**src/rtl/core_sequencer.sv**
```systemverilog
// core_sequencer: run controller for the 16-bit core and its shared program/data memory.
// Owns the single memory port. A host streams a program in (LOAD), requests a run
// (CORE_CLR -> RUN -> DONE) or reads memory back (DUMP). During RUN the core drives
// the memory through this block; a watchdog bounds the run length.
//
// Handshakes: load_* and dump_* use valid/ready. A word moves on a rising clock edge
// where valid and ready are both 1. The sender holds its word stable while valid=1
// and ready=0, and valid never waits on ready.
module core_sequencer #(
    parameter int ADDR_WIDTH  = 5,
    parameter int DATA_WIDTH  = 16,
    parameter int CYCLE_WIDTH = 16,
    parameter int MAX_CYCLES  = 4095
) (
    input  logic                   clock,
    input  logic                   reset,
    input  logic                   load_valid,
    output logic                   load_ready,
    input  logic [DATA_WIDTH-1:0]  load_data,
    input  logic                   load_last,
    input  logic                   run_req,
    input  logic                   dump_req,
    output logic                   dump_valid,
    input  logic                   dump_ready,
    output logic [DATA_WIDTH-1:0]  dump_data,
    output logic [ADDR_WIDTH-1:0]  dump_addr,
    output logic                   core_reset,
    output logic                   core_start,
    input  logic                   core_halted,
    input  logic [ADDR_WIDTH-1:0]  core_mem_addr,
    input  logic [DATA_WIDTH-1:0]  core_mem_wdata,
    input  logic                   core_mem_write,
    output logic [DATA_WIDTH-1:0]  core_mem_rdata,
    output logic [ADDR_WIDTH-1:0]  mem_addr,
    output logic [DATA_WIDTH-1:0]  mem_wdata,
    output logic                   mem_write,
    input  logic [DATA_WIDTH-1:0]  mem_rdata,
    output logic                   busy,
    output logic                   done,
    output logic                   timeout,
    output logic [CYCLE_WIDTH-1:0] cycle_count,
    output logic [2:0]             state_dbg
);

    typedef enum logic [2:0] {
        S_IDLE     = 3'd0,
        S_LOAD     = 3'd1,
        S_CORE_CLR = 3'd2,
        S_RUN      = 3'd3,
        S_DONE     = 3'd4,
        S_DUMP     = 3'd5
    } state_t;

    localparam logic [ADDR_WIDTH-1:0]  LAST_ADDR = '1;
    localparam logic [CYCLE_WIDTH-1:0] CYCLE_SAT = '1;
    localparam logic [CYCLE_WIDTH-1:0] WATCHDOG  = CYCLE_WIDTH'(MAX_CYCLES);

    state_t                 state;
    state_t                 state_next;
    logic [ADDR_WIDTH-1:0]  load_ptr;
    logic [ADDR_WIDTH-1:0]  dump_ptr;     // next address to fetch for readback
    logic                   clr_cnt;      // 0 in first CORE_CLR cycle, 1 in second
    logic [CYCLE_WIDTH-1:0] cycle_inc;    // count including the current RUN cycle
    logic                   watchdog_hit;

    // The watchdog compares the count that includes the current cycle, so a run
    // that never halts spends exactly MAX_CYCLES cycles in RUN.
    assign cycle_inc      = (cycle_count == CYCLE_SAT) ? cycle_count : cycle_count + 1'b1;
    assign watchdog_hit   = (cycle_inc == WATCHDOG);
    assign core_mem_rdata = mem_rdata;
    assign busy           = (state != S_IDLE);
    assign state_dbg      = state;

    // State register.
    always_ff @(posedge clock or negedge reset) begin
        if (!reset) begin
            state <= S_IDLE;
        end else begin
            state <= state_next;
        end
    end

    // Next-state decode and the memory-port mux / control outputs.
    always_comb begin
        state_next = state;
        load_ready = 1'b0;
        core_reset = 1'b1;
        core_start = 1'b0;
        mem_addr   = '0;
        mem_wdata  = '0;
        mem_write  = 1'b0;
        done       = 1'b0;
        case (state)
            S_IDLE: begin
                if (run_req) begin
                    state_next = S_CORE_CLR;
                end else if (load_valid) begin
                    state_next = S_LOAD;
                end else if (dump_req) begin
                    state_next = S_DUMP;
                end
            end
            S_LOAD: begin
                load_ready = 1'b1;
                mem_addr   = load_ptr;
                mem_wdata  = load_data;
                mem_write  = load_valid;
                if (load_valid && (load_last || load_ptr == LAST_ADDR)) begin
                    state_next = S_IDLE;
                end
            end
            S_CORE_CLR: begin
                if (clr_cnt) begin
                    state_next = S_RUN;
                end
            end
            S_RUN: begin
                core_reset = 1'b0;
                core_start = 1'b1;
                mem_addr   = core_mem_addr;
                mem_wdata  = core_mem_wdata;
                mem_write  = core_mem_write;
                if (core_halted || watchdog_hit) begin
                    state_next = S_DONE;
                end
            end
            S_DONE: begin
                done       = 1'b1;
                state_next = S_IDLE;
            end
            S_DUMP: begin
                mem_addr = dump_ptr;
                if (dump_valid && dump_ready && dump_addr == LAST_ADDR) begin
                    state_next = S_IDLE;
                end
            end
            default: state_next = S_IDLE;
        endcase
    end

    // Pointers, run counters and the registered readback word.
    always_ff @(posedge clock or negedge reset) begin
        if (!reset) begin
            load_ptr    <= '0;
            dump_ptr    <= '0;
            clr_cnt     <= 1'b0;
            cycle_count <= '0;
            timeout     <= 1'b0;
            dump_valid  <= 1'b0;
            dump_data   <= '0;
            dump_addr   <= '0;
        end else begin
            case (state)
                S_IDLE: begin
                    if (run_req) begin
                        cycle_count <= '0;
                        timeout     <= 1'b0;
                        clr_cnt     <= 1'b0;
                    end else if (load_valid) begin
                        load_ptr <= '0;
                    end else if (dump_req) begin
                        dump_ptr   <= '0;
                        dump_valid <= 1'b0;
                    end
                end
                S_LOAD: begin
                    if (load_valid) begin
                        load_ptr <= load_ptr + 1'b1;
                    end
                end
                S_CORE_CLR: begin
                    clr_cnt <= 1'b1;
                end
                S_RUN: begin
                    cycle_count <= cycle_inc;
                    if (!core_halted && watchdog_hit) begin
                        timeout <= 1'b1;
                    end
                end
                S_DUMP: begin
                    // Refill the output register when it is empty or being taken.
                    if (!dump_valid || dump_ready) begin
                        if (dump_valid && dump_addr == LAST_ADDR) begin
                            dump_valid <= 1'b0;
                        end else begin
                            dump_data  <= mem_rdata;
                            dump_addr  <= dump_ptr;
                            dump_valid <= 1'b1;
                            dump_ptr   <= dump_ptr + 1'b1;
                        end
                    end
                end
                default: ;
            endcase
        end
    end

endmodule

```
**config.mk**
```make
export PLATFORM = sky130hd
export DESIGN_NAME = core_sequencer
export DESIGN_NICKNAME = d
export VERILOG_FILES = /design/src/rtl/core_sequencer.sv
export SDC_FILE = /design/constraint.sdc
export NUM_CORES = 1
export LEC_CHECK = 0
export ABC_CLOCK_PERIOD_IN_PS = 5400
export CAP_MARGIN = 20
export CORE_UTILIZATION = 46
export DETAILED_ROUTE_END_ITERATION = 7
export PLACE_DENSITY_LB_ADDON = 0.12
export SYNTH_ARGS = -nofsm -noshare
export SYNTH_HDL_FRONTEND = slang
export SYNTH_SLANG_ARGS = --single-unit
```
**constraint.sdc**
```tcl
create_clock -name clock -period 5.4 [get_ports clock]
set_input_delay 0.81 -clock clock [delete_from_list [all_inputs] [get_ports clock]]
set_output_delay 0.81 -clock clock [all_outputs]
set_load 0.01 [all_outputs]
```
* After elaboration in Yosys (flattened, before gate mapping)
Index checks and enable logic that the tools add are counted.
** Cells by class
- Bitwise logic cells :: 1
- Mux-type cells :: 38
- Multipliers :: 0
- Shift operators :: 0
- Div/mod/pow operators :: 0
- Equality and inequality tests :: 23
- Magnitude comparators :: 0
- Reduce and logical (&&, ||, !) cells :: 24
- $add $sub $neg :: 3
** Operator list (number)
- $pmux W16 S2 :: 2
- $mux W5 :: 8
- $mux W16 :: 2
- $ne A2 B2 Y1 const B :: 13
- $mux W3 :: 7
- $pmux W5 S2 :: 2
- $add A16 B1 Y16 const B :: 1
- $eq A16 B12 Y1 const B :: 1
- $eq A16 B16 Y1 const B :: 1
- $pmux W3 S5 :: 1
- $pmux W5 S3 :: 1
- $mux W1 :: 11
- $add A5 B1 Y5 const B :: 2
- $eq A5 B5 Y1 const B :: 2
- $reduce_and A5 Y1 :: 2
- $pmux W1 S2 :: 4
- $reduce_bool A2 Y1 :: 4
- $eq A3 B2 Y1 const B :: 2
- $eq A3 B3 Y1 const B :: 2
- $reduce_and A3 Y1 :: 2
- $reduce_and A6 Y1 :: 1
- $logic_and A1 B1 Y1 :: 5
- $ne A4 B4 Y1 const B :: 1
- $reduce_and A2 Y1 :: 2
- other kinds (7) :: 10
** Storage, ports and cells
- Input bits :: 62
- ROM bits :: 0
- Output and inout bits :: 85
- Bits in latches :: 0
- Bits in writable memories :: 0
- Memories kept :: 0
- Word-level logic and storage cells :: 98
- Flip-flop bits (word level) :: 53

* Depth between registers and ports, before layout
- Depth after elaboration :: 6
- Gate-level depth with buffers :: 9
- Depth with buffers taken out :: 9

* Worst setup path before layout
Ideal clock, no wire load.
- Path type :: flip-flop to output port
- From :: register state[1], in the netlist state_dbg[1]
- To :: output port mem_wdata[10]
- Arrival time :: 1743 ps
- Required time :: 4590 ps
- Cell stages (with the launch flop) :: 6
- Buffers on the path :: 3
- Path slack :: 2847 ps
- Cell sequence :: dfrtp_1 -> clkbuf_1 -> clkbuf_1 -> buf_1 -> mux2i_1 -> nor2_1
** Between the ends
- Longest elaborated chain between the ends :: 2
- Elaborated cells on any way between the ends :: 3
- Classes of those cells :: eq/ne (2); mux (1)
** Ends and longest elaborated chain
- from (decl) :: line 58 : state_t state;
- from (signal assigned) :: line 79 : state <= state_next;
- $eq A3 B2 Y1 / $eq A3 B1 Y1 (equally long branches) :: line 93 : case (state)
- $pmux W16 S2 (*) :: line 93
- to (decl) :: line 35 : output logic [DATA_WIDTH-1:0] mem_wdata,
Every way passes the cells marked *; elsewhere a longest branch is shown, timed or not.

* Worst setup path in the final report
- From :: register state[1], in the netlist state_dbg[1]
- To :: output port core_start
** Between the ends
- Longest elaborated chain between the ends :: 2
** Ends and longest elaborated chain
- $eq A3 B2 Y1 :: line 93
- $mux W1 :: line 93
- to (decl) :: line 28 : output logic core_start,
Every way passes these cells.

==> flow_summary.toml <==
[setup_path]
crit_path_max_fanout = 28
critPathTopFamily = "buffers and inverters"
critical_path_class = "flop to output pin"
critPathMaxStageDelay_ns = 0.61
reg2reg_depth = 7
r2r-start = "cycle_count[0]"
worstPathRequired_ns = 4.59
r2r_slack_ns = 2.70
r2r_end = "state_dbg[1]"
end_kind = "output pin"
cp-start-kind = "flop"
critical-path-slowest-cell = "clkdlybuf4s50_1"
cp.buffers_inverters = 3
worstPathCellList = "buf_4 > nand2_1 > inv_1 > clkdlybuf4s50_1"
arrival_ns = 2.70

[yosys]
syn_inst = 414
synth.avg_cell_area_um2 = 8.248
syn_area_um2 = 3415
synth_area_leader_cell = "dfrtp_1"
synth_edf_count = 0
synthTopCellsByCount = "nand2_1, dfrtp_1, nor2_1"
synth.top_cell.area_share_pct = 38.84
synth_cell_types = 57
ys_ff_latch = 53
async_reset_ff_share_pct = 100.0
synth_fp_nets = 480
yosys-top-cells-area = "dfrtp_1, nand2_1, mux2i_1"
yosysWarnings = 0
synthFlopType = "dfrtp_1"
yosysMostFrequentCell = "nand2_1"
ys_seq_area_share_pct = 38.84

[floorplanning]
die_y_um = 88.16
initial_core_util_pct = 47.33
core-area_um2 = 7214
num_rows = 31
io_pins = 147
dieArea_um2 = 7771
die_w_um = 88.16

[final_layout]
fillerInstances = 591
multi_input_area_um2 = 1808
finalInstanceArea_um2 = 4866
layout-drive-gt1-share_pct = 4.511
nets = 597
syn_to_final_growth_pct = 42.51
fin_cells = 631
seq_area_um2 = 1326
antenna_cells = 0

[place]
gp_congestion = 0.9212
hpwl_mm = 6.865
dp.cells = 623
io_buffers = 146
postPlaceCellArea_um2 = 4771

[timing]
slew_headroom_pct = 51.14
fin_crit_sh_pct = 64.99
max_freq_mhz = 285.0
drv_slew = 0
fin_crit_ns = 3.509
grt_setup_unrepaired = "no"
fin_tns_setup_ns = 0
fin_skew_ns = 0.009021
tightest_slew_ns = 0.7311
timing.final.hold_violations = 0
setup_viol = 0

[hold_path]
hold_path.class = "flop to flop"
hp-start = "dump_data[4]"
min_path_cells = 2
holdPathEnd = "dump_data[4]"

[clock_network]
path_clk_slew_ns = 0.10
cts_tree = "built"
htreeDepth = 2
cts_root_buf = "clkbuf_8"
clock_latency_ns = 0.31
numCtsBuffers = 5
cts_resized = 0
clk_path_buf_depth = 2
holdBufCountCts = 0
cts.sinks = 53
post_cts_buffers = 0

[drt]
postRouteAntennaNets = 0
drt-initial-drc-count = 125
wl_per_cell_um = 14.42
drt_wl_total_mm = 9.097
dr_total_vias = 3375
wl_met1_mm = 3.852
avgViaCountPerCell = 5.349
top_layer = "met4"
wl_met3_um = 709
drc = 0
met2_length_mm = 4.405
firstDrtPassIters = 4

[grt]
gr-total-overflow = 0
grt_antenna_before_repair = 0
grt_pass1_wl_mm = 15.01
grt_pass1_vias = 3284
grt_util_all_layers_pct = 24.49
grt_max_degree = 54

[pwr]
powerDensity_nw_per_um2 = 384.3
p_leak_nw = 2.072
ir_worst_vdd_uv = 191.8
power_mw = 1.870

[flow_run]
maxCapViolCount = 0

[status]
status = "completed"
per-layer routing:
metal / track usage (%) / vias to the layer above
met5: 0 / -
met4: 6.745 / 0
met3: 5.749 / 14
met2: 42.42 / 135
met1: 30.62 / 1564
li1: - / 1662
worst max path at each step:
stage | slack (ns) | startpoint | endpoint | cells after the start
3_3_place_gp | 2.35 | state_dbg[1] | core_start | 4
4_1_cts | 1.91 | state_dbg[1] | core_start | 4
3_5_place_dp | 2.26 | state_dbg[1] | core_start | 4
6_report | 1.89 | state_dbg[1] | core_start | 4
2_1_floorplan | 2.85 | state_dbg[1] | mem_wdata[10] | 5
5_1_grt | 1.70 | state_dbg[1] | core_start | 4
stage by stage:
stage          setup WS (ns)  util, %  hold slack [ns]
2_1_floorplan          2.847        -           0.4573
3_3_place_gp           2.349    66.13           0.4577
3_5_place_dp           2.261    66.13           0.4616
4_1_cts                1.910    67.45           0.4859
5_1_grt                1.699    67.45           0.5063
6_report               1.891    67.45           0.4837
state kept, by name, summed over array words and instances (netlist names):
register,flops
cycle_count,16
state_dbg,3
load_ptr,5
timeout,1
dump_ptr,5
dump_valid,1
dump_data,16
clr_cnt,1
dump_addr,5
worst min-delay path, delay by kind of cell, from the launching register on:
family | cells | cell delay [ns]
simple gates | 2 | 0.11
flops | 1 | 0.35
placed cells by master, fill, tap and decap left out, types with 5 or more instances in the layout:
master,count
o21ai_0,27
nand2_1,102
nor3_1,8
nand3_1,14
nand4_1,5
and2_1,7
mux2i_1,24
clkdlybuf4s50_1,145
a21oi_1,14
and3_1,5
nor2_1,39
clkbuf_8,5
inv_1,9
dfrtp_1,53
layout make-up:
cell class | count | area share [%]
Sequential cell | 53 | 27.26
Clock buffer | 5 | 1.414
Timing Repair Buffer | 149 | 30.39
Tap cell | 99 | 2.546
Clock inverter | 3 | 0.5400
Inverter | 9 | 0.6943
Multi-Input combinational cell | 313 | 37.16
power by group:
| part | internal [mW] | leakage [nW] | total, mW | switching, mW |
|---|---|---|---|---|
| Sequential | 0.511 | 0.692 | 0.650 | 0.140 |
| Combinational | 0.515 | 1.34 | 0.980 | 0.466 |
| Clock | 0.0946 | 0.0423 | 0.239 | 0.145 |
| Total | 1.12 | 2.07 | 1.87 | 0.750 |
kinds of logic after synthesis:
group                    after synthesis  share of synthesized area (%)
AND/OR/NAND/NOR                      210                          30.19
buffers and inverters                 48                          8.208
flip-flops                            53                          38.84
AO/OA/AOI/OAI                         70                          12.97
adder cells (fa/ha/maj)                4                          1.466
XOR/XNOR                               5                          1.283
multiplexers                          24                          7.036
No activity file was read; power rests on OpenSTA's default activity.
